File: src/rtl/keypad_pkg.sv
`timescale 1ns/1ps
`default_nettype none
// ---------------------------------------------------------------------------
// keypad_pkg : key codes, opcodes, scan state type and matrix helpers
// Rev 1.0
// ---------------------------------------------------------------------------
package keypad_pkg;

  localparam int NUM_ROWS = 6;
  localparam int NUM_COLS = 4;

  localparam logic [4:0] KEY_ADD = 5'd16;
  localparam logic [4:0] KEY_SUB = 5'd17;
  localparam logic [4:0] KEY_MUL = 5'd18;
  localparam logic [4:0] KEY_EQ  = 5'd19;
  localparam logic [4:0] KEY_BS  = 5'd20;
  localparam logic [4:0] KEY_CE  = 5'd21;

  localparam logic [1:0] OP_ADD = 2'b00;
  localparam logic [1:0] OP_SUB = 2'b01;
  localparam logic [1:0] OP_MUL = 2'b10;

  typedef enum logic [1:0] {
    SCAN     = 2'd0,
    DEBOUNCE = 2'd1,
    EMIT     = 2'd2,
    HOLD     = 2'd3
  } kp_state_t;

  function automatic logic single_low(input logic [3:0] c);
    return ($countones(~c) == 1);
  endfunction

  function automatic logic [1:0] low_col(input logic [3:0] c);
    logic [1:0] col;
    col = 2'd0;
    for (int i = NUM_COLS - 1; i >= 0; i--) begin
      if (!c[i]) col = 2'(i);
    end
    return col;
  endfunction

  function automatic logic [2:0] next_row(input logic [2:0] row);
    return (row == 3'(NUM_ROWS - 1)) ? 3'd0 : row + 3'd1;
  endfunction

endpackage
`default_nettype wire

File: src/rtl/kp_col_sync.sv
`timescale 1ns/1ps
`default_nettype none
// ---------------------------------------------------------------------------
// kp_col_sync : 2-flop synchroniser for the active-low column inputs
// Rev 1.0
// ---------------------------------------------------------------------------
module kp_col_sync (
  input  logic       clock,
  input  logic       reset,
  input  logic [3:0] d,
  output logic [3:0] q
);

  logic [3:0] meta;

  // Idle (no key) level is all ones, so reset there to avoid a phantom press.
  always_ff @(posedge clock or posedge reset) begin
    if (reset) begin
      meta <= 4'hF;
      q    <= 4'hF;
    end else begin
      meta <= d;
      q    <= meta;
    end
  end

endmodule
`default_nettype wire

File: src/rtl/keypad_encoder.sv
`timescale 1ns/1ps
`default_nettype none
// ---------------------------------------------------------------------------
// keypad_encoder : 6x4 matrix scan, debounce and one-strobe-per-press decode
// Optional auto-repeat for hex/BS keys: define KEY_REPEAT_EN.  Rev 1.0
// ---------------------------------------------------------------------------
module keypad_encoder
  import keypad_pkg::*;
#(
  parameter int SETTLE_CYCLES   = 16,
  parameter int DEBOUNCE_CYCLES = 50000,
  parameter int REPEAT_CYCLES   = 12500000
) (
  input  logic       clock,
  input  logic       reset,
  input  logic [3:0] cols_n,
  output logic [5:0] rows_n,
  output logic       newhex,
  output logic [3:0] hexcode,
  output logic       newop,
  output logic [1:0] opcode,
  output logic       eq,
  output logic       BS,
  output logic       CE
);

  localparam int BASE_MAX = (SETTLE_CYCLES > DEBOUNCE_CYCLES) ? SETTLE_CYCLES : DEBOUNCE_CYCLES;
`ifdef KEY_REPEAT_EN
  localparam int MAX_CYCLES = (REPEAT_CYCLES > BASE_MAX) ? REPEAT_CYCLES : BASE_MAX;
`else
  localparam int MAX_CYCLES = BASE_MAX;
`endif
  localparam int CNT_W = $clog2(MAX_CYCLES + 1);
  localparam logic [CNT_W-1:0] CNT_ONE     = 1;
  localparam logic [CNT_W-1:0] SETTLE_LAST = CNT_W'(SETTLE_CYCLES);
  localparam logic [CNT_W-1:0] DEB_LAST    = CNT_W'(DEBOUNCE_CYCLES - 1);

  if (SETTLE_CYCLES < 1 || DEBOUNCE_CYCLES < 1 || REPEAT_CYCLES < 1) begin : g_param_check
    $error("keypad_encoder: cycle parameters must be at least 1");
  end

  kp_state_t        state, state_nx;
  logic [2:0]       row, row_nx;
  logic [CNT_W-1:0] settle_cnt, settle_nx;
  logic [CNT_W-1:0] stab_cnt, stab_nx;
  logic [3:0]       cs;
  logic [3:0]       cap_pat, cap_pat_nx;
  logic [4:0]       code, code_nx;
  logic             load_key;
  logic             fire;
  logic             rep_fire;

  kp_col_sync u_sync (
    .clock (clock),
    .reset (reset),
    .d     (cols_n),
    .q     (cs)
  );

  assign rows_n = ~(6'd1 << row);

  always_ff @(posedge clock or posedge reset) begin
    if (reset) begin
      state      <= SCAN;
      row        <= 3'd0;
      settle_cnt <= '0;
      stab_cnt   <= '0;
      cap_pat    <= 4'hF;
      code       <= 5'd0;
    end else begin
      state      <= state_nx;
      row        <= row_nx;
      settle_cnt <= settle_nx;
      stab_cnt   <= stab_nx;
      cap_pat    <= cap_pat_nx;
      code       <= code_nx;
    end
  end

  // stab_cnt counts matching cycles in DEBOUNCE and released cycles in HOLD.
  always_comb begin
    state_nx   = state;
    row_nx     = row;
    settle_nx  = settle_cnt;
    stab_nx    = stab_cnt;
    cap_pat_nx = cap_pat;
    code_nx    = code;
    case (state)
      SCAN: begin
        if (settle_cnt == SETTLE_LAST) begin
          settle_nx = '0;
          if (single_low(cs)) begin
            state_nx   = DEBOUNCE;
            cap_pat_nx = cs;
            code_nx    = {row, low_col(cs)};
            stab_nx    = '0;
          end else begin
            row_nx = next_row(row);
          end
        end else begin
          settle_nx = settle_cnt + CNT_ONE;
        end
      end
      DEBOUNCE: begin
        if (cs != cap_pat) begin
          state_nx  = SCAN;
          stab_nx   = '0;
          settle_nx = '0;
        end else if (stab_cnt == DEB_LAST) begin
          state_nx = EMIT;
          stab_nx  = '0;
        end else begin
          stab_nx = stab_cnt + CNT_ONE;
        end
      end
      EMIT: begin
        state_nx = HOLD;
        stab_nx  = '0;
      end
      HOLD: begin
        if (cs != 4'hF) begin
          stab_nx = '0;
        end else if (stab_cnt == DEB_LAST) begin
          state_nx  = SCAN;
          stab_nx   = '0;
          settle_nx = '0;
          row_nx    = next_row(row);
        end else begin
          stab_nx = stab_cnt + CNT_ONE;
        end
      end
      default: state_nx = SCAN;
    endcase
  end

`ifdef KEY_REPEAT_EN
  localparam logic [CNT_W-1:0] REP_LAST = CNT_W'(REPEAT_CYCLES - 1);

  logic [CNT_W-1:0] rep_cnt;
  logic             key_low;
  logic             repeatable;

  assign key_low    = ~cs[code[1:0]];
  assign repeatable = ~code[4] | (code == KEY_BS);
  assign rep_fire   = (state == HOLD) && key_low && repeatable && (rep_cnt == REP_LAST);

  always_ff @(posedge clock or posedge reset) begin
    if (reset) begin
      rep_cnt <= '0;
    end else if ((state != HOLD) || !key_low || rep_fire) begin
      rep_cnt <= '0;
    end else begin
      rep_cnt <= rep_cnt + CNT_ONE;
    end
  end
`else
  assign rep_fire = 1'b0;
`endif

  // Latch the digit/operator on entry to EMIT so it is valid with its strobe.
  assign load_key = (state == DEBOUNCE) && (state_nx == EMIT);

  always_ff @(posedge clock or posedge reset) begin
    if (reset) begin
      hexcode <= 4'd0;
      opcode  <= OP_ADD;
    end else if (load_key) begin
      if (!code[4]) begin
        hexcode <= code[3:0];
      end else begin
        case (code)
          KEY_ADD: opcode <= OP_ADD;
          KEY_SUB: opcode <= OP_SUB;
          KEY_MUL: opcode <= OP_MUL;
          default: ;
        endcase
      end
    end
  end

  assign fire = (state == EMIT) || rep_fire;

  always_comb begin
    newhex = 1'b0;
    newop  = 1'b0;
    eq     = 1'b0;
    BS     = 1'b0;
    CE     = 1'b0;
    if (fire) begin
      if (!code[4]) begin
        newhex = 1'b1;
      end else begin
        case (code)
          KEY_ADD, KEY_SUB, KEY_MUL: newop = 1'b1;
          KEY_EQ:  eq = 1'b1;
          KEY_BS:  BS = 1'b1;
          KEY_CE:  CE = 1'b1;
          default: ;
        endcase
      end
    end
  end

endmodule
`default_nettype wire

File: config.mk
export PLATFORM = sky130hd
export DESIGN_NAME = keypad_encoder
export DESIGN_NICKNAME = d
export VERILOG_FILES = /design/src/rtl/keypad_pkg.sv /design/src/rtl/kp_col_sync.sv /design/src/rtl/keypad_encoder.sv
export SDC_FILE = /design/constraint.sdc
export NUM_CORES = 1
export LEC_CHECK = 0
export CORE_AREA = 10 10 86 88
export DETAILED_ROUTE_END_ITERATION = 12
export DIE_AREA = 0 0 96 98
export GPL_TIMING_DRIVEN = 0
export PLACE_DENSITY_LB_ADDON = 0.1
export SETUP_SLACK_MARGIN = 0.3
export SYNTH_ARGS = -nofsm -noshare
export SYNTH_HDL_FRONTEND = slang
export SYNTH_HIERARCHICAL = 1
export SYNTH_SLANG_ARGS = --single-unit
export TNS_END_PERCENT = 1
File: constraint.sdc
create_clock -name clock -period 3.3 [get_ports clock]
set_input_delay 0.66 -clock clock [delete_from_list [all_inputs] [get_ports clock]]
set_output_delay 0.66 -clock clock [all_outputs]
set_load 0.01 [all_outputs]
==> impl_metrics.py, run 1 <==
metrics = {
    "run_status": {
        "outcome": "complete, no violations",
    },
    "timing": {
        "max_freq_ghz": 0.3331,
        "period_needed_ns": 3.003,
        "slew_viol_final": 0,
        "final.period_utilization": 0.9099,
        "whs_ns": 0.3583,
        "setup_viol_count_final": 0,
        "final_hold_viol_count": 0,
        "clock_skew_ns": 0.01109,
        "tns_ns": 0,
        "relSlewSlack": 0.5179,
        "rsz0062_at_grt": "true",
        "worstMarginPinSlew_ns": 0.7184,
    },
    "die": {
        "core_area_sq_um": 5746,
        "start_util": 0.5642,
        "die_h_um": 98,
        "io-pin-count": 23,
        "dieArea_sq_um": 9408,
        "die_x_um": 96,
        "fp-row-count": 28,
    },
    "critical_path": {
        "slowest_delay_ns": 0.61,
        "crit_arrival_ns": 3.20,
        "crit_start": "u_sync/q[1]",
        "end_kind": "register",
        "r2r-start": "u_sync/q[1]",
        "crit_type": "register to register",
        "critPathBufInv": 2,
        "crit_path_frequent_cell": "nor2_1",
        "crit_path_top_delay_cell": "dfstp_2",
        "cp_top_family": "simple AND/OR/NAND/NOR gates",
        "crit_chain": "fa_1 -> inv_1 -> ha_1 -> ha_1 -> nor2_1 -> and2_1 -> a21boi_0 -> clkbuf_1 -> nor2_1 -> nor2_1",
        "cp.required_ns": 3.50,
        "startpoint_type": "register",
        "worstPathMaxFanout": 10,
    },
    "global_routing": {
        "grt_antenna_before_repair": 0,
        "grt_pass1_vias": 2520,
        "grt_pass1_wl_um": 12040,
        "globalRouteTotalUtil": 0.1558,
        "grt_max_degree": 32,
        "grt_remaining_overflow": 0,
    },
    "pwr": {
        "p_total_uw": 2282,
        "ir_drop_mv": 0.3600,
        "power.leakage_uw": 0.001640,
        "power_density_nw_per_um2": 596.2,
    },
    "yosys": {
        "syn_avg_cell_area_sq_um": 9.397,
        "synth.cell_area_sq_um": 3242,
        "syn_inst": 345,
        "ys_seq_area_frac": 0.4678,
        "synth_ff_type": "dfrtp_1",
        "syn-num-nets": 364,
        "synthDistinctLibCells": 49,
        "synth_edf_count": 0,
        "yosys_warnings": 6,
        "ys_seq_elements": 60,
        "async_flop_share": 1.000,
    },
    "layout": {
        "drive_gt1_frac": 0.1380,
        "syn2layout_area_growth_pct": 18.06,
        "finalNetCount": 398,
        "fillers": 465,
        "insertedDiodeCount": 0,
    },
    "worst_hold_path": {
        "hold_class": "register to register",
        "holdCritStartpoint": "u_sync/meta[3]",
    },
    "clock_tree": {
        "tritoncts": "done",
        "postCtsSetupBuffers": 0,
        "clockRootBuffer": "clkbuf_8",
        "cts_hold_buf": 0,
        "clockBufferDepth": 2,
        "h-tree-depth": 3,
        "insertion_delay_ns": 0.34,
        "cts.clk_slew.worst_paths_ns": 0.07,
        "cts_sinks": 60,
        "cts_inserted_buffers": 9,
    },
    "detailed_routing": {
        "vias": 2694,
        "dr.first_iter.drc_count": 123,
        "drt-vias-per-instance": 5.869,
        "wl_per_cell_um": 15.17,
        "dr.pass1.iters": 4,
        "finalWirelength_um": 6964,
        "drc": 0,
        "antenna_left": 0,
    },
    "placement": {
        "place.gp.congestion": 0.8763,
        "port_buffers": 22,
        "hpwl_um": 4981,
    },
    "run": {
        "cap_violations": 0,
    },
}
## repair_timing
| action | CTS | global route |
|---|---|---|
| endpoints found under the setup margin | 1 | 28 |
| gates resized for setup | 2 | 1 |
| pin swaps | 0 | 0 |
## Yosys cell counts, drive strengths merged, types with 4 or more instances
cell / number / area (sq um)
a21oi: 13 / 68.82
a31oi: 6 / 37.54
and2: 4 / 25.02
and3: 7 / 43.79
buf: 5 / 25.02
clkbuf: 6 / 22.52
dfrtp: 48 / 1201
dfstp: 12 / 315.3
ha: 12 / 150.1
inv: 23 / 86.33
mux2: 9 / 101.4
nand2: 33 / 123.9
nand2b: 7 / 43.79
nand3: 18 / 90.09
nand4: 9 / 56.30
nor2: 26 / 97.59
nor2b: 5 / 31.28
nor3: 5 / 25.02
nor4: 6 / 37.54
o21ai: 31 / 155.1
o22ai: 6 / 37.54
o31ai: 5 / 37.54
o41ai: 4 / 42.55
or3: 6 / 42.54
xor2: 9 / 78.83
## metal layers
metal,share of wire,vias up,GRT usage
met5,0,-,0
li1,-,1320,-
met3,0.045,12,0.03216
met2,0.48,61,0.2382
met4,0.016,0,0.06810
met1,0.46,1301,0.2057
## sequential cells by signal (all words and copies together) (netlist names)
name	count
opcode	2
cap_pat	4
u_sync/q	4
u_sync/meta	4
state	2
row	3
stab_cnt	16
code	5
hexcode	4
settle_cnt	16
## power breakdown
group / total (uW) / internal, uW / switching [uW]
sequential: 887 / 812 / 74.9
clock: 752 / 446 / 306
combinational: 643 / 261 / 382
total: 2280 / 1520 / 763
## worst paths after layout
kind                                 to  slack [ns]  depth (start not counted)
hold reg to reg             u_sync/q[3]        0.36                          0
setup / recovery           stab_cnt[12]        0.30                         10
setup reg to reg           stab_cnt[12]        0.30                         10
max in group asynchronous    cap_pat[0]        2.03                          3
min in group asynchronous       code[1]        0.68                          2
hold / removal              u_sync/q[3]        0.36                          0
## placed cells by master (no fill, tap or decap), types with 4 or more instances in the layout
cell type	netlist	routed
nor2_1	26	26
clkbuf_8	0	9
inv_1	23	22
a21oi_1	12	12
o21ai_0	28	28
a31oi_1	6	6
nand3_1	18	18
mux2_2	9	9
buf_2	5	5
xor2_1	9	9
and3_1	7	7
nor2b_1	5	5
ha_1	12	11
o31ai_1	5	5
o22ai_1	6	6
or3_1	5	5
and2_1	4	4
nand4_1	9	9
clkdlybuf4s50_1	0	22
nor4_1	6	5
dfrtp_1	48	48
nand2b_1	7	7
dfstp_2	12	12
nor3_1	5	5
clkbuf_1	6	6
nand2_1	33	33
## through the flow
| stage | area (sq um) | util | cells | setup WS, ns |
|---|---|---|---|---|
| 2_1_floorplan | 3242 | - | 345 | 0.7407 |
| 3_3_place_gp | 3556 | 0.6189 | 442 | 0.3462 |
| 3_5_place_dp | 3576 | 0.6224 | 443 | 0.3633 |
| 4_1_cts | 3821 | 0.6651 | 459 | 0.3375 |
| 5_1_grt | 3827 | 0.6662 | 459 | 0.08920 |
| 6_report | 3827 | 0.6662 | 459 | 0.2975 |
## area by class of cell
class / instances / area (sq um) / area share
Tap cell: 75 / 93.84 / 0.02452
Clock inverter: 5 / 62.56 / 0.01635
Timing Repair Buffer: 23 / 240.2 / 0.06277
Buffer: 11 / 47.55 / 0.01242
Inverter: 23 / 86.33 / 0.02256
Clock buffer: 11 / 173.9 / 0.04544
Multi-Input combinational cell: 251 / 1607 / 0.4197
Sequential cell: 60 / 1516 / 0.3962
## cell families after synthesis
| logic type | Yosys count | share of synthesized area |
|---|---|---|
| adder cells (fa/ha/maj) | 13 | 0.05249 |
| AO/OA/AOI/OAI | 78 | 0.1509 |
| XOR/XNOR | 9 | 0.02432 |
| buffers and inverters | 34 | 0.04129 |
| flip-flops | 60 | 0.4678 |
| multiplexers | 9 | 0.03126 |
| AND/OR/NAND/NOR | 142 | 0.2320 |
(Power assumes the default switching activity.)
==> run 2: changes to the inputs <==
--- a/config.mk
+++ b/config.mk
@@ -5,9 +5,11 @@
 export SDC_FILE = /design/constraint.sdc
 export NUM_CORES = 1
 export LEC_CHECK = 0
-export CORE_AREA = 10 10 86 88
+export CORE_AREA = 10 10 83 85
 export DETAILED_ROUTE_END_ITERATION = 12
-export DIE_AREA = 0 0 96 98
+export DIE_AREA = 0 0 93 95
+export DONT_BUFFER_PORTS = 1
+export GPL_ROUTABILITY_DRIVEN = 0
 export GPL_TIMING_DRIVEN = 0
 export PLACE_DENSITY_LB_ADDON = 0.1
 export SETUP_SLACK_MARGIN = 0.3
==> run 2 against run 1 <==
Net effect: sequential cell count is the same; largest power group unchanged; via count shrank 4.3%; critical path depth is the same; clock power shrank 5.5%; register-to-register slack gained 0.11 ns; largest cell class unchanged; routed wire length shrank 0.66%; combinational power shrank 7.5%; worst setup slack gained 0.11 ns.
==> impl_metrics.py, run 2 (same netlist as run 1, synthesis figures left out) <==
metrics = {
    "pwr": {
        "seqPwrFrac": 0.406,
        "p_total_uw": 2200,
        "comb_power_share": 0.271,
        "power.leakage_uw": 0.001543,
        "ir_drop_mv": 0.4084,
        "p_sw_frac": 0.3417,
        "power_density_nw_per_um2": 617.1,
        "clkPwrFrac": 0.323,
        "switchingPower_uw": 751.6,
        "p_int_uw": 1448,
    },
    "critical_path": {
        "crit_path_frequent_cell": "nand2_1",
        "worstPathMaxFanout": 7,
        "crit_path_top_delay_cell": "a211oi_1",
        "startpoint_type": "register",
        "crit_type": "register to register",
        "cp.required_ns": 3.53,
        "slowest_delay_ns": 0.63,
        "crit_chain": "fa_1 -> inv_1 -> ha_1 -> ha_1 -> nor2_1 -> nand2_1 -> nand2_1 -> a211oi_1 -> nand2_1 -> mux2_2",
        "crit_arrival_ns": 3.12,
        "end_kind": "register",
    },
    "detailed_routing": {
        "dr.pass1.iters": 4,
        "antenna_left": 0,
        "dr.first_iter.drc_count": 116,
        "vias": 2578,
        "drt-vias-per-instance": 5.940,
        "wl_per_cell_um": 15.94,
        "drc": 0,
        "finalWirelength_um": 6918,
    },
    "layout": {
        "insertedDiodeCount": 0,
        "final_common_cell": "dfrtp_1",
        "finalNetCount": 376,
        "top_regs": "settle_cnt x16, stab_cnt x16, code x5",
        "utilization": 0.6678,
        "final_cell_mix": "dfrtp_1, nand2_1, o21ai_0",
        "final_cell_area_sq_um": 3565,
        "syn2layout_area_growth_pct": 9.958,
        "drive_gt1_frac": 0.1354,
        "fillers": 444,
    },
    "clock_tree": {
        "cts_inserted_buffers": 9,
        "cts.clk_slew.worst_paths_ns": 0.07,
        "insertion_delay_ns": 0.35,
        "cts_sinks": 60,
        "h-tree-depth": 3,
        "clockBufferDepth": 2,
        "cts_hold_buf": 0,
        "clockRootBuffer": "clkbuf_8",
        "postCtsSetupBuffers": 0,
        "tritoncts": "done",
        "ctsResizeCount": 0,
    },
    "global_routing": {
        "grt_max_degree": 32,
        "grt_antenna_before_repair": 0,
        "globalRouteTotalUtil": 0.1654,
        "grt_pass1_wl_um": 11680,
        "grt_remaining_overflow": 0,
        "grt_pass1_vias": 2450,
    },
    "timing": {
        "period_needed_ns": 2.888,
        "final.period_utilization": 0.8752,
        "slew_viol_final": 0,
        "relSlewSlack": 0.5205,
        "final_hold_viol_count": 0,
        "rsz0062_at_grt": "true",
        "tns_ns": 0,
        "setup_ws_ns": 0.4118,
        "worstMarginPinSlew_ns": 0.7149,
        "clock_skew_ns": 0.008450,
        "max_freq_ghz": 0.3462,
        "setup_viol_count_final": 0,
    },
    "die": {
        "dieArea_sq_um": 8835,
        "die_x_um": 93,
        "core_area_sq_um": 5338,
        "start_util": 0.6074,
        "fp-row-count": 27,
        "io-pin-count": 23,
        "die_h_um": 95,
    },
    "placement": {
        "placed_cell_area_sq_um": 3352,
        "port_buffers": 0,
        "dp_worst_setup_slack_ns": 0.3880,
        "hpwl_um": 4879,
    },
    "worst_hold_path": {
        "hold_class": "input pin to asynchronous set/reset pin",
    },
    "run": {
        "cap_violations": 0,
    },
    "run_status": {
        "outcome": "complete, no violations",
    },
}
run 2: layer usage:
metal  wire length, um  share of wire  up-vias  track usage
met3               249          0.036       13      0.04282
met5                 0              0        -            0
met4               127          0.018        0      0.07712
li1                  -              -     1275            -
met1              3172           0.46     1248       0.2054
met2              3369           0.49       42       0.2646
run 2: layout make-up:
type | count | area (sq um) | area share
multi-input combinational | 251 | 1595 | 0.4475
tap | 72 | 90.09 | 0.02527
clock inverter | 5 | 77.57 | 0.02176
timing repair buffer | 1 | 20.02 | 0.005616
sequential | 60 | 1516 | 0.4254
buffer | 11 | 47.55 | 0.01334
inverter | 23 | 86.33 | 0.02422
clock buffer | 11 | 131.4 | 0.03686
run 2: worst paths after layout:
kind / slack (ns) / endpoint / start / cells past startpoint
min: 0.21 / code[4] / reset / 1
min in group clock: 0.31 / u_sync/meta[0] / cols_n[0] / 0
min reg2reg: 0.36 / u_sync/q[3] / u_sync/meta[3] / 0
max: 0.41 / row[1] / u_sync/q[0] / 10
max reg2reg: 0.41 / row[1] / u_sync/q[0] / 10
max in group asynchronous: 2.56 / stab_cnt[15] / reset / 2
run 2: worst max-delay path: cells and delay by family, from the launching register on:
family	cells	cell delay (ns)
compound gates	1	0.63
fa+ha+maj	3	0.98
buf+inv	1	0.04
flops	1	0.41
mux	1	0.29
simple gates	4	0.41
run 2: stage by stage:
stage | hold WS (ns) | std cells
floorplan | 0.3452 | 345
global placement | 0.3453 | 417
detailed placement | 0.3470 | 418
CTS | 0.2234 | 434
global route | 0.2388 | 434
finish | 0.2119 | 434
run 2: power groups by stage:
stage	sequential, uW	combinational [uW]	clock (uW)
after global routing	903	673	758
after floorplan	879	456	0
after detailed placement	902	585	0
after CTS	891	594	722
final	893	595	711
after global placement	897	565	0
==> run 3: changes to the inputs <==
--- a/config.mk
+++ b/config.mk
@@ -13,6 +13,7 @@
 export GPL_TIMING_DRIVEN = 0
 export PLACE_DENSITY_LB_ADDON = 0.1
 export SETUP_SLACK_MARGIN = 0.3
+export SLEW_MARGIN = 20
 export SYNTH_ARGS = -nofsm -noshare
 export SYNTH_HDL_FRONTEND = slang
 export SYNTH_HIERARCHICAL = 1
==> results of run 3 <==
No change in the layout: final DEF, timing and power equal those of run 2.
